## config.mk

```make
export PLATFORM = sky130hd
export DESIGN_NAME = sa_output_drain
export DESIGN_NICKNAME = d
export VERILOG_FILES = /design/src/rtl/sa_pkg.sv /design/src/rtl/sa_drain_fifo.sv /design/src/rtl/sa_output_drain.sv
export SDC_FILE = /design/constraint.sdc
export NUM_CORES = 1
export LEC_CHECK = 0
export BUFFER_PORTS_ARGS = -buffer_cell sky130_fd_sc_hd__buf_2
export CAP_MARGIN = 5
export CELL_PAD_IN_SITES_DETAIL_PLACEMENT = 1
export CELL_PAD_IN_SITES_GLOBAL_PLACEMENT = 1
export CORE_MARGIN = 2
export CORE_UTILIZATION = 40
export DETAILED_ROUTE_END_ITERATION = 10
export PLACE_DENSITY = 0.91
export SLEW_MARGIN = 20
export SYNTH_ARGS = -nofsm -noshare
export SYNTH_HDL_FRONTEND = slang
export SYNTH_SLANG_ARGS = --single-unit
```

## constraint.sdc

```tcl
create_clock -name clk -period 4.8 [get_ports clk]
set_clock_uncertainty 0.15 [all_clocks]
set_input_delay 0 -clock clk [delete_from_list [all_inputs] [get_ports clk]]
set_output_delay 0 -clock clk [all_outputs]
set_load 0.02 [all_outputs]
```

## src/rtl/sa_pkg.sv

```systemverilog
// rtl/sa_pkg.sv - shared types and constants for the systolic-array output drain
package sa_pkg;

  typedef enum logic [1:0] {
    IDLE,
    READ,
    FLUSH,
    DONE
  } drain_state_t;

  // Memory enables are active-low
  localparam logic MEM_EN  = 1'b0;
  localparam logic MEM_DIS = 1'b1;

endpackage

```

## src/rtl/sa_drain_fifo.sv

```systemverilog
// rtl/sa_drain_fifo.sv - small synchronous FIFO buffering output-memory read data
module sa_drain_fifo #(
  parameter int ROW_WIDTH  = 128,
  parameter int FIFO_DEPTH = 2
) (
  input  logic                               clk,
  input  logic                               rst,
  input  logic                               push,
  input  logic                               pop,
  input  logic [ROW_WIDTH-1:0]               din,
  output logic [ROW_WIDTH-1:0]               dout,
  output logic                               empty,
  output logic                               full,
  output logic [$clog2(FIFO_DEPTH+1)-1:0]    count
);

  localparam int PW   = (FIFO_DEPTH > 1) ? $clog2(FIFO_DEPTH) : 1;
  localparam int CNTW = $clog2(FIFO_DEPTH+1);

  logic [ROW_WIDTH-1:0] mem_q [FIFO_DEPTH];
  logic [ROW_WIDTH-1:0] mem_d [FIFO_DEPTH];
  logic [PW-1:0]        wr_ptr_q, wr_ptr_d;
  logic [PW-1:0]        rd_ptr_q, rd_ptr_d;
  logic [CNTW-1:0]      cnt_q, cnt_d;
  logic                 do_push, do_pop;

  assign empty = (cnt_q == '0);
  assign full  = (cnt_q == CNTW'(FIFO_DEPTH));
  assign count = cnt_q;
  assign dout  = mem_q[rd_ptr_q];

  // Pop only real entries; a push into a full FIFO is allowed when a pop frees the slot
  assign do_pop  = pop && !empty;
  assign do_push = push && (!full || do_pop);

  // Next-state for storage, pointers and occupancy
  always_comb begin
    mem_d    = mem_q;
    wr_ptr_d = wr_ptr_q;
    rd_ptr_d = rd_ptr_q;
    cnt_d    = cnt_q;
    if (do_push) begin
      mem_d[wr_ptr_q] = din;
      wr_ptr_d = (wr_ptr_q == PW'(FIFO_DEPTH-1)) ? '0 : wr_ptr_q + PW'(1);
    end
    if (do_pop) begin
      rd_ptr_d = (rd_ptr_q == PW'(FIFO_DEPTH-1)) ? '0 : rd_ptr_q + PW'(1);
    end
    if (do_push && !do_pop) begin
      cnt_d = cnt_q + CNTW'(1);
    end else if (do_pop && !do_push) begin
      cnt_d = cnt_q - CNTW'(1);
    end
  end

  // State registers with synchronous reset
  always_ff @(posedge clk) begin
    if (rst) begin
      wr_ptr_q <= '0;
      rd_ptr_q <= '0;
      cnt_q    <= '0;
      for (int i = 0; i < FIFO_DEPTH; i++) begin
        mem_q[i] <= '0;
      end
    end else begin
      wr_ptr_q <= wr_ptr_d;
      rd_ptr_q <= rd_ptr_d;
      cnt_q    <= cnt_d;
      mem_q    <= mem_d;
    end
  end

endmodule

```

## src/rtl/sa_output_drain.sv

```systemverilog
// rtl/sa_output_drain.sv - streams result rows out of the systolic-array output memory
module sa_output_drain
  import sa_pkg::*;
#(
  parameter int ADD_DATAWIDTH = 32,
  parameter int NUM_COLS      = 4,
  parameter int MEM_ROWS      = 8,
  parameter int FIFO_DEPTH    = 2
) (
  input  logic                                clk,
  input  logic                                rst,
  input  logic                                i_start,
  input  logic [$clog2(MEM_ROWS):0]           i_row_count,
  output logic                                o_busy,
  output logic                                o_done,
  output logic                                o_mem_cenb,
  output logic                                o_mem_wenb,
  output logic [$clog2(MEM_ROWS)-1:0]         o_mem_addr,
  input  logic [ADD_DATAWIDTH*NUM_COLS-1:0]   i_mem_data,
  output logic                                o_valid,
  input  logic                                i_ready,
  output logic [ADD_DATAWIDTH*NUM_COLS-1:0]   o_data,
  output logic                                o_last
);

  localparam int ROW_WIDTH = ADD_DATAWIDTH*NUM_COLS;
  localparam int AW        = $clog2(MEM_ROWS);
  localparam int CW        = AW + 1;
  localparam int FCW       = $clog2(FIFO_DEPTH+1);
  localparam int OW        = FCW + 1;

  drain_state_t   state_q, state_d;
  logic [CW-1:0]  count_q, count_d;
  logic [CW-1:0]  rd_addr_q, rd_addr_d;
  logic [CW-1:0]  beat_q, beat_d;
  logic           inflight_q, inflight_d;
  logic [AW-1:0]  addr_q, addr_d;

  logic [ROW_WIDTH-1:0] fifo_dout;
  logic                 fifo_empty, fifo_full;
  logic [FCW-1:0]       fifo_count;
  logic                 pop, issue, credit_ok;
  logic [OW-1:0]        outstanding;
  logic [CW-1:0]        clamped_count;

  sa_drain_fifo #(
    .ROW_WIDTH (ROW_WIDTH),
    .FIFO_DEPTH(FIFO_DEPTH)
  ) u_fifo (
    .clk  (clk),
    .rst  (rst),
    .push (inflight_q),
    .pop  (pop),
    .din  (i_mem_data),
    .dout (fifo_dout),
    .empty(fifo_empty),
    .full (fifo_full),
    .count(fifo_count)
  );

  assign pop = !fifo_empty && i_ready;

  // Rows buffered plus the one in flight, less the row leaving this cycle, must leave a slot
  assign outstanding = {1'b0, fifo_count} + OW'(inflight_q) - OW'(pop);
  assign credit_ok   = (outstanding < OW'(FIFO_DEPTH)) && (!fifo_full || pop);
  assign issue       = (state_q == READ) && (rd_addr_q < count_q) && credit_ok;

  assign clamped_count = (i_row_count > CW'(MEM_ROWS)) ? CW'(MEM_ROWS) : i_row_count;

  assign o_mem_cenb = issue ? MEM_EN : MEM_DIS;
  assign o_mem_wenb = MEM_DIS;
  assign o_mem_addr = issue ? rd_addr_q[AW-1:0] : addr_q;
  assign o_valid    = !fifo_empty;
  assign o_data     = fifo_empty ? '0 : fifo_dout;
  assign o_last     = o_valid && (beat_q == count_q - CW'(1));
  assign o_busy     = (state_q != IDLE);

  // Next-state, counters and done pulse
  always_comb begin
    state_d    = state_q;
    count_d    = count_q;
    rd_addr_d  = rd_addr_q;
    beat_d     = beat_q;
    addr_d     = addr_q;
    inflight_d = issue;
    o_done     = 1'b0;
    if (pop) begin
      beat_d = beat_q + CW'(1);
    end
    if (issue) begin
      rd_addr_d = rd_addr_q + CW'(1);
      addr_d    = rd_addr_q[AW-1:0];
    end
    case (state_q)
      IDLE: begin
        if (i_start) begin
          count_d   = clamped_count;
          rd_addr_d = '0;
          beat_d    = '0;
          state_d   = (clamped_count == '0) ? DONE : READ;
        end
      end
      READ: begin
        if (issue && (rd_addr_q == count_q - CW'(1))) begin
          state_d = FLUSH;
        end
      end
      FLUSH: begin
        if (!inflight_q && pop && (beat_q == count_q - CW'(1))) begin
          state_d = DONE;
        end
      end
      DONE: begin
        o_done    = 1'b1;
        state_d   = IDLE;
        count_d   = '0;
        rd_addr_d = '0;
        beat_d    = '0;
        addr_d    = '0;
      end
      default: state_d = IDLE;
    endcase
  end

  // State and counter registers with synchronous reset
  always_ff @(posedge clk) begin
    if (rst) begin
      state_q    <= IDLE;
      count_q    <= '0;
      rd_addr_q  <= '0;
      beat_q     <= '0;
      inflight_q <= 1'b0;
      addr_q     <= '0;
    end else begin
      state_q    <= state_d;
      count_q    <= count_d;
      rd_addr_q  <= rd_addr_d;
      beat_q     <= beat_d;
      inflight_q <= inflight_d;
      addr_q     <= addr_d;
    end
  end

endmodule

```

Word level (Yosys, flattened, before mapping):

Cells that the tools add are included.

* register bits: 278
* bits of input ports: 136
* output and inout port bits: 137
* word-level logic and storage cells: 94

* $add $sub $neg: 9
* magnitude comparators: 6
* equality and inequality tests: 9
* muxes and demuxes: 28
* bitwise operators: 2
* reductions and logical operators: 29

Operators by type and width (number)
* two-way mux 128 bit: 5
* bitwise mux 256 bit: 1
* demux 128 bit (select 1 bit): 1
* two-way mux 4 bit: 6
* one-hot mux 4 bit (2 select lines): 3
* logical AND 1 bit: 13
* two-way mux 2 bit: 6
* adder 4 x 1 -> 4 bit (second input constant): 2
* == test 4 bit: 2
* one-hot mux 2 bit (4 select lines): 1
* == test 2 bit (second input constant): 3
* nonzero test 2 bit: 3
* logical NOT 1 bit: 5
* >= comparator 2 bit (second input constant): 2
* greater-than comparator 4 bit (second input constant): 1
* logical NOT 2 bit: 2
* logical NOT 4 bit: 1
* < comparator 4 bit: 1
* two-way mux 1 bit: 4
* != test 2 bit (second input constant): 2
* inverter 1 -> 2 bit: 2
* subtractor 4 x 1 -> 4 bit (second input constant): 1
* adder 2 x 1 -> 3 bit: 1
* < comparator 3 x 2 -> 1 bit (second input constant): 1
* 12 further kinds: 14

Longest topological paths before layout:

Gate-level depths: netlist of run 1.

* depth after elaboration: 10
* depth in mapped cells: 10
* gate-level depth less buffers: 9

Hierarchy:

A second synthesis of run 1 with hierarchy kept.

* cells, all modules: 1559
* area total of the unflattened synthesis: 14293.7 um2

Modules (own cells, without submodules)
* sa_drain_fifo: instances 1, cells each 1291, area an instance 12270.5 um2, sequential area each 5205.0 um2
* sa_output_drain: instances 1, cells each 268, area an instance 2023.2 um2, sequential area each 360.3 um2

Worst setup path before layout of run 1:

OpenSTA, ideal clock, no wires.

* kind: reg-to-reg
* start: register u_fifo.cnt_q[0] (netlist: u_fifo.count[0])
* end: register addr_q[0]
* library setup time: 0.134 ns
* arrival time: 2.446 ns
* required time: 4.516 ns
* slack: 2.069 ns
* cell stages (with the launch flop): 11
* buffers on the path: 1
* clock period less this slack: 2.731 ns
* cell sequence: dfxtp_1 buf_2 nand2b_1 nor2_1 o21ai_0 fa_1 or2_1 a21oi_2 nand3_4 mux2_4 nor3b_2

* cells in the longest elaborated chain, start to end: 8
* elaborated cells on any way between the ends: 12
* those cells by class: add/sub: 2; order compare: 1; eq/ne: 1; mux: 1; reduce/logical: 7

Ends and longest elaborated chain
* from (decl): RTL line sa_drain_fifo.sv:24 `logic [CNTW-1:0] cnt_q, cnt_d;`
* from (signal assigned): RTL line sa_drain_fifo.sv:68 `cnt_q <= cnt_d;`
* branches (longest 5 deep; another with adder 2 x 1 -> 3 bit)
* logical AND 1 bit *: RTL line sa_output_drain.sv:65 `assign credit_ok = (outstanding < OW'(FIFO_DEPTH)) && (!fifo_full || pop);`
* logical AND 1 bit *: RTL line sa_output_drain.sv:66 `assign issue = (state_q == READ) && (rd_addr_q < count_q) && credit_ok;`
* two-way mux 3 bit *
* via o_mem_addr[0]: RTL line sa_output_drain.sv:18 `output logic [$clog2(MEM_ROWS)-1:0] o_mem_addr,`
* to (signal assigned): RTL line sa_output_drain.sv:140 `addr_q <= addr_d;`
* to (decl): RTL line sa_output_drain.sv:37 `logic [AW-1:0] addr_q, addr_d;`

Mark *: on every way through the listed nets, which the timed path passes.
A chain may end at the register's enable or synchronous reset.

Worst setup path after layout of run 1:

* start: register u_fifo.cnt_q[1] (netlist: u_fifo.count[1])
* end: output o_mem_addr[1]

* cells in the longest elaborated chain, start to end: 8
* elaborated cells on any way between the ends: 12
* those cells by class: add/sub: 2; order compare: 1; eq/ne: 1; mux: 1; reduce/logical: 7

Ends and longest elaborated chain (RTL line)
* branches (longest 5 deep; another with adder 2 x 1 -> 3 bit)
* logical AND 1 bit *: sa_output_drain.sv:65
* logical AND 1 bit *: sa_output_drain.sv:66
* two-way mux 3 bit *
* to (decl): sa_output_drain.sv:18

Mark *: on every way between the ends.

==> metrics.yaml, run 1 <==
outcome: "complete, no violations"
grt_pass1_vias: 13518
clock-sinks: 278
wl_per_cell_um: 19.5
worstHoldPathType: "input pin to register"
die-area_mm2: 0.0316
r2r_slack_ns: 1.51
std_cell_rows: 63
clock-root-buffer: "clkbuf_16"
place.gp.congestion: 0.764
mostFrequentLayoutCells: "nand2_1 (518), dfxtp_1 (277), buf_2 (270)"
wl_mm: 45.1
synth_seq_cells: 278
layout-drive-gt1-share_pct: 18.7
synth.cell_area_mm2: 0.0121
areaGrowthSynthToFinish_pct: 32.7
grt_max_degree: 177
cts_tree: "yes"
clk_path_buf_depth: 3
p_leak_nw: 5.91
worst_ep_required_time_ns: 4.65
min_period_ns: 3.46
design_area_mm2: 0.0160
cts_resized: 0
drv_cap: 0
path_class: "register to output pin"
start_kind: "register"
drt_iter0_markers: 694
worstHoldEndpoint: "u_fifo.mem_q[153]$_SDFFE_PP0P_"
drc: 0
num-fill-cells: 3610
vias: 12299
finalCritPeriodShare_pct: 72.2
holdPathStages: 4
slew_violations: 0
finalHoldViolations: 0
report.final.setup_viol: 0
end_kind: "output pin"
relSlewSlack_pct: 28.5
hold_buffers: 146
synth.yosys.seq_area_share_pct: 46.1
pin_count: 273
initial_core_util_pct: 40.7
power.density_mw_per_mm2: 415
yosys.area.top_type: "dfxtp_1"
grt-ovfl-total: 0
yosys_warnings: 0
numCtsBuffers: 31
synthArstFlopShare_pct: 0
syn_inst: 1549
arrival_ns: 3.31
synth.avg_cell_area_um2: 7.79
via_per_inst: 5.32
final_nets: 2044
grt_usage_pct: 27.6
ir_drop_v: 0.000384
insertion_delay_ns: 0.54
drtPass1Iterations: 5
grt_pass1_wl_mm: 70.6
postSynthNetCount: 1698
ys.flop_type: "dfxtp_1"
cp_max_fo: 8
antenna_found_initial: 5
synth_top_area_share_pct: 46.1
port_buffers: 271
die_h_um: 178
postCtsSetupBuffers: 0
cts.htree.levels: 1
fin_util_pct: 54.0
clk_pin_slew_ns: 0.06
dp_hpwl_mm: 22.9
ys_types: 45
synth_area_leaders: "dfxtp_1 (46%), nand2_1 (16%), a21oi_1 (11%)"
tightest_slew_ns: 1.07
final_common_cell: "nand2_1"
core_mm2: 0.0296
fmax_mhz: 289
die_x_um: 178
r2r-end: "u_fifo.mem_q[17]$_SDFFE_PP0P_"
ff2ff_path_depth: 8
min-delay-start: "i_mem_data[25]"
placed_cell_area_mm2: 0.0135
rsz0062_at_grt: "no"
final.setup.tns_ns: 0
r2r_start: "u_fifo.count[1]$_SDFFE_PP0P_"
synth_edf_count: 0
antenna_left: 0
## state kept, by name (all words and copies together) (netlist names)
signal and flops:
u_fifo.mem_q 256, beat_q 4, count_q 4, rd_addr_q 4, addr_q 3, state_q 2
u_fifo.count 2, inflight_q 1, u_fifo.rd_ptr_q 1, u_fifo.wr_ptr_q 1
## worst max-delay path, stage by stage (launching register included)
cell	delay (ns)
dfxtp_1	0.53
nand2b_1	0.14
nor2_1	0.22
o21ai_0	0.18
fa_1	0.43
or2_1	0.25
a21oi_2	0.34
nand3_4	0.19
mux2_4	0.34
buf_2	0.16
## cells by family (layout without fill, tap and decap cells)
group	Yosys count	after routing	share of synthesized area, %
and+or+nand+nor	696	696	22.5
AOI/OAI and AO/OA	279	279	12.0
DFF	278	278	46.1
muxes	132	132	11.1
buffers and inverters	131	501	5.31
xor gates and xnor gates	19	19	1.50
adders and majority gates	13	13	1.41
other	1	6	0.0311
## synthesized netlist by cell type, drive strengths merged (6+ instances only)
cell and instances:
nand2 520, dfxtp 278, a21oi 264, nor2 148, mux2i 129, buf 63
clkbuf 54, inv 14, ha 12, xor2 10, nand3 8, xnor2 8
o21ai 6
## stage by stage
step | power, mW | instances | worst slack (ns) | hold slack [ns]
floorplan | 3.66 | 1549 | 2.07 | -0.0140
global placement | 4.07 | 2106 | 1.98 | 0.102
detailed placement | 4.13 | 2106 | 1.75 | 0.109
CTS | 6.63 | 2309 | 1.30 | 0.0706
global route | 6.91 | 2314 | 1.13 | 0.100
finish | 6.64 | 2314 | 1.34 | 0.106
## worst max path at each step
| stage | depth (start not counted) | startpoint | slack (ns) | to |
|---|---|---|---|---|
| after floorplan | 10 | u_fifo.count[0]$_SDFFE_PP0P_ | 2.07 | addr_q[0]$_SDFF_PP0_ |
| after global placement | 9 | u_fifo.count[1]$_SDFFE_PP0P_ | 1.98 | addr_q[2]$_SDFF_PP0_ |
| after detailed placement | 9 | u_fifo.count[1]$_SDFFE_PP0P_ | 1.75 | addr_q[1]$_SDFF_PP0_ |
| after CTS | 9 | u_fifo.count[1]$_SDFFE_PP0P_ | 1.30 | o_mem_addr[1] |
| after global routing | 9 | u_fifo.count[1]$_SDFFE_PP0P_ | 1.13 | o_mem_addr[1] |
| final | 9 | u_fifo.count[1]$_SDFFE_PP0P_ | 1.34 | o_mem_addr[1] |
## routing by layer
layer	wire, um	vias up	track usage, %
met1	17400	6028	30.6
met4	2080	0	13.2
met5	0	-	0
met2	23300	386	50.6
li1	-	5733	-
met3	2330	152	5.27
## final cells by class
cell class / count / area [um2] / share of cell area (%)
Inverter: 14 / 52.6 / 0.328
Timing Repair Buffer: 430 / 2960 / 18.5
Tap cell: 390 / 488 / 3.05
Clock buffer: 42 / 867 / 5.42
Antenna cell: 5 / 12.5 / 0.0782
Sequential cell: 278 / 5570 / 34.8
Multi-Input combinational cell: 1140 / 5890 / 36.8
Clock inverter: 15 / 159 / 0.993
## where the power goes
| part | total (mW) | switching, mW | internal, mW |
|---|---|---|---|
| combinational | 1.64 | 1.06 | 0.576 |
| sequential | 2.60 | 0.184 | 2.41 |
| clock | 2.41 | 0.987 | 1.42 |
Power figures use the tool's default switching activity.
==> run 2, diff against run 1 <==
--- a/config.mk
+++ b/config.mk
@@ -5,14 +5,15 @@
 export SDC_FILE = /design/constraint.sdc
 export NUM_CORES = 1
 export LEC_CHECK = 0
+export ABC_AREA = 1
 export BUFFER_PORTS_ARGS = -buffer_cell sky130_fd_sc_hd__buf_2
 export CAP_MARGIN = 5
 export CELL_PAD_IN_SITES_DETAIL_PLACEMENT = 1
 export CELL_PAD_IN_SITES_GLOBAL_PLACEMENT = 1
 export CORE_MARGIN = 2
-export CORE_UTILIZATION = 40
+export CORE_UTILIZATION = 35
 export DETAILED_ROUTE_END_ITERATION = 10
-export PLACE_DENSITY = 0.91
+export PLACE_DENSITY = 0.86
 export SLEW_MARGIN = 20
 export SYNTH_ARGS = -nofsm -noshare
 export SYNTH_HDL_FRONTEND = slang
==> constraint.sdc (replaced) <==
create_clock -name clk -period 2.8 [get_ports clk]
set_clock_uncertainty 0.15 [all_clocks]
set_input_delay 0 -clock clk [delete_from_list [all_inputs] [get_ports clk]]
set_output_delay 0 -clock clk [all_outputs]
set_load 0.02 [all_outputs]
==> run 2 against run 1 <==
Effect of this change: die area grew 13%; largest cell class is now registers; synthesized cell count is 4.6% higher; first-iteration DRC count is 11% lower; sequential power is 72% higher; the run now ends with negative setup slack left; highest routed layer unchanged; critical path type unchanged; area after synthesis shrank 0.76%.
==> metrics.yaml, run 2 <==
outcome: "finished, violations left"
violations: "negative setup slack"
worst_ep_required_time_ns: 2.65  # -2.00 ns
largest_reg_flops: 256  # unchanged
design_area_mm2: 0.0162  # +1.4%
finalCritPeriodShare_pct: 104
r2r_start: "state_q[0]$_SDFFE_PP0P_"
final.setup.tns_ns: -0.309  # -0.309 ns
start_kind: "register"
layout-drive-gt1-share_pct: 19.3  # +0.65 points
yosys.area.top_type: "dfxtp_1"
clock-root-buffer: "clkbuf_16"
final_nets: 2110  # +3.2%
synth_edf_count: 0  # unchanged
syn_inst: 1621  # +4.6%
timing.critical_path.buf_inv: 5  # +4
grt_usage_pct: 25.9  # -1.7 points
final_cells: 2435  # +5.2%
ir_drop_v: 0.000736  # +91%
p_leak_nw: 6.34  # +7.2%
ff2ff_path_depth: 9  # +1
yosys_warnings: 0  # unchanged
rsz0062_at_grt: "yes"
crit_top_cell: "nand2_4"
grt_pass1_vias: 14062  # +4.0%
largest_register: "u_fifo.mem_q"
cp_max_fo: 7  # -1
via_per_inst: 5.46  # +2.8%
placed_cell_area_mm2: 0.0136  # +0.45%
clk_path_buf_depth: 3  # unchanged
grt-ovfl-total: 0  # unchanged
die_h_um: 189  # +6.4%
worstHoldPathType: "input pin to register"
port_buffers: 271  # unchanged
insertion_delay_ns: 0.55  # about the same
drv_cap: 0  # unchanged
synthTopCellsByCount: "a21oi_1 (400), dfxtp_1 (278), nand2_1 (165), inv_1 (158), o21ai_0 (150)"
postSynthNetCount: 1770  # +4.2%
vias: 13302  # +8.2%
antenna_found_initial: 8  # +3
setup_ws_ns: -0.114  # -1.45 ns
wl_per_cell_um: 19.9  # +2.3%
grt_pass1_wl_mm: 75.9  # +7.5%
cp-endpoint: "o_mem_addr[1]"
synthArstFlopShare_pct: 0  # unchanged
drtPass1Iterations: 5  # unchanged
arrival_ns: 2.76  # -0.55 ns
drt_iter0_markers: 617  # -11%
crit_slowest_cell: "fa_2"
ys.flop_type: "dfxtp_1"
cpPeakStageDelay_ns: 0.36  # -0.17 ns
clk_pin_slew_ns: 0.06  # about the same
dp_hpwl_mm: 25.2  # +9.8%
synth.yosys.seq_area_share_pct: 46.5  # +0.35 points
fmax_mhz: 343
dp_cells: 2221  # +5.5%
cts.htree.levels: 1  # unchanged
critical_path_cell_count: 16  # +7
multiInputGateArea_mm2: 0.00519  # -12%
synth.most_common_cell: "a21oi_1"
num-fill-cells: 4114  # +14%
drc: 0  # unchanged
path_class: "register to output pin"
core_mm2: 0.0336  # +13%
ys_types: 34  # -24%
mostFrequentLayoutCells: "a21oi_1 (399), dfxtp_1 (275), buf_2 (266)"
antenna_left: 0  # unchanged
min-delay-start: "i_mem_data[24]"
critPathLaunch: "u_fifo.count[0]$_SDFFE_PP0P_"
synth_area_leaders: "dfxtp_1 (46%), a21oi_1 (17%), o21ai_0 (6.3%)"
initial_core_util_pct: 35.6  # -5.1 points
r2r_slack_ns: 0.02  # -1.49 ns
cp_cell_sequence: "inv_4, nand2_4, nand2_4, inv_4, nand2_4, o21ai_2, nand2_2, fa_2, xnor2_2, nand3_2, nor2_4, clkinv_4, nand2_2, o21a_1, inv_1, buf_6"
std_cell_rows: 67  # +6.3%
synth.cell_area_mm2: 0.0120  # -0.76%
end_kind: "output pin"
areaGrowthSynthToFinish_pct: 35.5
die_x_um: 189  # +6.4%
numCtsBuffers: 31  # unchanged
cts_tree: "yes"
place.gp.congestion: 0.792  # +3.7%
final-seq-area_mm2: 0.00557  # about the same
min_period_ns: 2.91
finalHoldViolations: 0  # unchanged
tightest_slew_ns: 0.858  # -0.215 ns
synth_top_area_share_pct: 46.5  # +0.35 points
cp_top_family: "simple AND/OR/NAND/NOR gates"
slew_violations: 0  # unchanged
power.density_mw_per_mm2: 781  # +88%
report.final.setup_viol: 4  # +4
r2r-end: "count_q[1]$_SDFFE_PP0P_"
grt_max_degree: 134  # -24%
die-area_mm2: 0.0357  # +13%
synth.avg_cell_area_um2: 7.38  # -5.2%
pin_count: 273  # unchanged
synth_seq_cells: 278  # unchanged
wl_mm: 48.5  # +7.7%
final_common_cell: "a21oi_1"
clock-sinks: 278  # unchanged
relSlewSlack_pct: 42.8  # +14 points
==> run 2: cell count changes after synthesis, sizes merged, moves of 129 or more <==
cell	change
o21ai	+258
inv	+149
nand3	+137
a21oi	+136
mux2i	-129
nand2	-351
==> run 2: layer usage <==
metal | vias to the layer above | GRT usage (%) | share of wire (%)
li1 | 6148 | - | -
met1 | 6537 | 29.9 | 40
met2 | 474 | 46.9 | 50
met3 | 143 | 4.99 | 5.7
met4 | 0 | 10.2 | 4.1
met5 | - | 0 | 0
==> run 2: through the flow <==
stage	setup slack (ns)	utilization, %	hold slack (ns)	power [mW]
after floorplan	0.287	-	0.0114	6.75
after global placement	0.315	40.4	0.127	7.89
after detailed placement	0.116	40.4	0.139	8.00
after CTS	0.00819	48.0	0.0866	12.4
after global routing	-0.178	48.2	0.113	13.2
final	-0.114	48.2	0.109	12.7
==> run 2: worst min-delay path by stage <==
stage                                     to  slack (ns)  cells after the start
6_report       u_fifo.mem_q[24]$_SDFFE_PP0P_        0.11                      4
2_1_floorplan        count_q[0]$_SDFFE_PP0P_        0.01                      2
4_1_cts        u_fifo.mem_q[24]$_SDFFE_PP0P_        0.09                      4
3_5_place_dp   u_fifo.mem_q[66]$_SDFFE_PP0P_        0.14                      3
3_3_place_gp   u_fifo.mem_q[68]$_SDFFE_PP0P_        0.13                      3
5_1_grt        u_fifo.mem_q[69]$_SDFFE_PP0P_        0.11                      4
==> run 2: timing repair <==
| item | CTS | global route |
|---|---|---|
| pin swaps | 9 | 7 |
| setup buffers | 7 | 3 |
| endpoints found under the hold margin | 271 | 0 |
| endpoints found under the setup margin | 4 | 10 |
| resized for setup | 22 | 11 |
| hold buffers | 145 | 0 |
==> run 2: cell type report <==
type / count / share of cell area, %
Antenna cell: 8 / 0.123
Clock buffer: 46 / 5.75
Clock inverter: 5 / 0.478
Inverter: 164 / 3.95
Multi-Input combinational cell: 1036 / 32.0
Sequential cell: 278 / 34.4
Tap cell: 448 / 3.46
Timing Repair Buffer: 450 / 19.8
==> run 2: cell families (layout without fill, tap and decap cells) <==
| group | count (synthesis) | in the layout | share of synthesized area (%) |
|---|---|---|---|
| flip-flops | 278 | 278 | 46.5 |
| other | 1 | 9 | 0.0313 |
| adder cells (fa/ha/maj) | 13 | 13 | 1.42 |
| AND/OR/NAND/NOR | 345 | 345 | 12.7 |
| XOR/XNOR | 6 | 6 | 0.439 |
| AO/OA/AOI/OAI | 671 | 671 | 28.3 |
| buffers and inverters | 307 | 665 | 10.6 |
==> run 2: power by group <==
group / total (mW) / switching (mW) / leakage [nW] / internal [mW]
logic: 4.09 / 2.80 / 3.60 / 1.28
registers: 4.47 / 0.255 / 2.24 / 4.22
clock network: 4.11 / 1.66 / 0.496 / 2.45
total: 12.7 / 4.72 / 6.34 / 7.94
==> run 2: worst register-to-register path, stage by stage, from the launching register on <==
cell	delay (ns)
dfxtp_1	0.39
inv_1	0.12
ha_1	0.26
inv_1	0.15
nor2_1	0.10
a21oi_1	0.39
inv_1	0.20
a21oi_1	0.23
dlygate4sd3_1	0.60
a211oi_1	0.06
==> run 3, diff against run 2 <==
--- a/config.mk
+++ b/config.mk
@@ -11,10 +11,12 @@
 export CELL_PAD_IN_SITES_DETAIL_PLACEMENT = 1
 export CELL_PAD_IN_SITES_GLOBAL_PLACEMENT = 1
 export CORE_MARGIN = 2
-export CORE_UTILIZATION = 35
+export CORE_UTILIZATION = 39
 export DETAILED_ROUTE_END_ITERATION = 10
-export PLACE_DENSITY = 0.86
+export PLACE_DENSITY = 0.9
+export SETUP_SLACK_MARGIN = 0.4
 export SLEW_MARGIN = 20
 export SYNTH_ARGS = -nofsm -noshare
 export SYNTH_HDL_FRONTEND = slang
 export SYNTH_SLANG_ARGS = --single-unit
+export TNS_END_PERCENT = 5
==> constraint.sdc (replaced) <==
create_clock -name clk -period 3.1 [get_ports clk]
set_clock_uncertainty 0.15 [all_clocks]
set_input_delay 0 -clock clk [delete_from_list [all_inputs] [get_ports clk]]
set_output_delay 0 -clock clk [all_outputs]
set_load 0.02 [all_outputs]
==> run 3 against run 2 <==
Effect of this change: the run now ends clean; final area fell by 0.55%; critical path depth fell by 1; utilization rose by 4.8 points; clock power fell by 9.2%; global-route usage rose by 3.4 points; non-clock buffer count rose by 2; wire length rose by 1.1%; flip-flop and latch count did not move; power fell by 9.7%.
==> metrics.yaml, run 3 (synthesis results as in run 2) <==
drtPass1Iterations: 5  # unchanged
fmax_mhz: 355
r2r-end: "u_fifo.mem_q[67]$_SDFFE_PP0P_"
die_h_um: 179  # -5.2%
worst_ep_required_time_ns: 2.95  # +0.30 ns
fin_util_pct: 53.0  # +4.8 points
design_area_mm2: 0.0161  # -0.55%
antenna_left: 0  # unchanged
grt_pass1_wl_mm: 75.4  # -0.65%
drc: 0  # unchanged
final_nets: 2112  # +0.095%
cts_tree: "yes"
cts.htree.levels: 1  # unchanged
slew_violations: 0  # unchanged
core_mm2: 0.0304  # -9.5%
grt_usage_pct: 29.3  # +3.4 points
initial_core_util_pct: 39.3  # +3.7 points
vias: 13414  # +0.84%
finalCritPeriodShare_pct: 91.0
insertion_delay_ns: 0.55  # about the same
grt_pass1_vias: 14284  # +1.6%
report.final.setup_viol: 0  # -4
largest_reg_flops: 256  # unchanged
path_class: "register to output pin"
cp-endpoint: "o_mem_addr[1]"
relSlewSlack_pct: 35.3  # -7.5 points
dp_hpwl_mm: 25.0  # -0.46%
ff2ff_path_depth: 12  # +3
r2r_start: "u_fifo.count[0]$_SDFFE_PP0P_"
r2r_slack_ns: 0.39  # +0.37 ns
drv_cap: 0  # unchanged
antenna_found_initial: 4  # -4
clock-root-buffer: "clkbuf_16"
outcome: "complete, no violations"
finalHoldViolations: 0  # unchanged
port_buffers: 271  # unchanged
setup_ws_ns: 0.280  # +0.394 ns
worstHoldPathType: "input pin to register"
place.gp.congestion: 0.798  # +0.68%
cp_max_fo: 8  # +1
via_per_inst: 5.62  # +2.9%
holdPathStages: 6  # +2
min_period_ns: 2.82
layout-drive-gt1-share_pct: 19.1  # -0.20 points
power.total_mw: 11.4  # -9.7%
critPathLaunch: "u_fifo.count[0]$_SDFFE_PP0P_"
std_cell_rows: 64  # -4.5%
wl_per_cell_um: 20.6  # +3.2%
clk_path_buf_depth: 3  # unchanged
p_leak_nw: 6.32  # -0.28%
numCtsBuffers: 31  # unchanged
place_ws_ns: 0.437  # +0.321 ns
ir_drop_v: 0.000379  # -48%
grt_max_degree: 130  # -3.0%
final.setup.tns_ns: 0  # +0.309 ns
die_x_um: 179  # -5.2%
power.density_mw_per_mm2: 709  # -9.2%
final_common_cell: "a21oi_1"
drt_iter0_markers: 709  # +15%
pin_count: 273  # unchanged
start_kind: "register"
end_kind: "output pin"
arrival_ns: 2.67  # -0.09 ns
clk_pin_slew_ns: 0.06  # about the same
grt-ovfl-total: 0  # unchanged
rsz0062_at_grt: "yes"
wl_mm: 49.1  # +1.1%
placed_cell_area_mm2: 0.0135  # -0.59%
clock-sinks: 278  # unchanged
areaGrowthSynthToFinish_pct: 34.8
mostFrequentLayoutCells: "a21oi_1 (400), dfxtp_1 (275), buf_2 (268)"
die-area_mm2: 0.0321  # -10%
largest_register: "u_fifo.mem_q"
tightest_slew_ns: 0.971  # +0.112 ns
-- run 3: timing repair --
action,CTS,global route
cloned,0,0
hold buffers,144,0
hold endpoints to repair,270,0
setup endpoints to repair,70,22
gates resized for setup,22,2
pin swaps,8,5
buffers inserted,12,3
-- run 3: worst max-delay path, stage by stage (launching register included) --
cell     delay, ns
dfxtp_2       0.35
inv_4         0.05
nand2_4       0.07
nand2_4       0.06
inv_4         0.05
nand2_2       0.04
o21ai_1       0.08
nand2_1       0.09
fa_2          0.54
nand3_2       0.09
nor2_4        0.19
inv_4         0.09
nand2_2       0.07
o21a_1        0.15
inv_2         0.06
buf_6         0.13
-- run 3: layout make-up --
type,count,area [um2]
tap,396,495
timing repair buffer,452,3220
fill,3727,14300
clock buffer,47,896
inverter,164,638
clock inverter,7,114
sequential,278,5570
antenna,6,15.0
multi-input combinational,1036,5170
-- run 3: worst min path at each step --
stage                                     to           start  slack, ns
2_1_floorplan        count_q[0]$_SDFFE_PP0P_  i_row_count[0]       0.01
3_3_place_gp   u_fifo.mem_q[82]$_SDFFE_PP0P_  i_mem_data[82]       0.13
3_5_place_dp   u_fifo.mem_q[84]$_SDFFE_PP0P_  i_mem_data[84]       0.14
4_1_cts         u_fifo.count[0]$_SDFFE_PP0P_         i_ready       0.01
5_1_grt         u_fifo.count[0]$_SDFFE_PP0P_         i_ready       0.09
6_report        u_fifo.count[0]$_SDFFE_PP0P_         i_ready       0.04
-- run 3: routing by layer --
layer | GRT usage, % | vias to the layer above | part of all wire (%)
li1 | - | 6151 | -
met1 | 32.6 | 6529 | 39
met2 | 52.1 | 548 | 50
met3 | 6.59 | 186 | 6.5
met4 | 15.0 | 0 | 5.0
met5 | 0 | - | 0
-- run 3: where the power goes --
part           total (mW)  leakage (nW)  switching (mW)  internal [mW]
registers            4.04          2.24           0.236           3.81
clock network        3.73         0.496            1.51           2.22
logic                3.66          3.58            2.47           1.19
-- run 3: through the flow --
stage	hold WS (ns)	instances
after global routing	0.0896	2384
after floorplan	0.0114	1621
final	0.0385	2386
after CTS	0.00985	2377
after global placement	0.128	2167
after detailed placement	0.137	2167
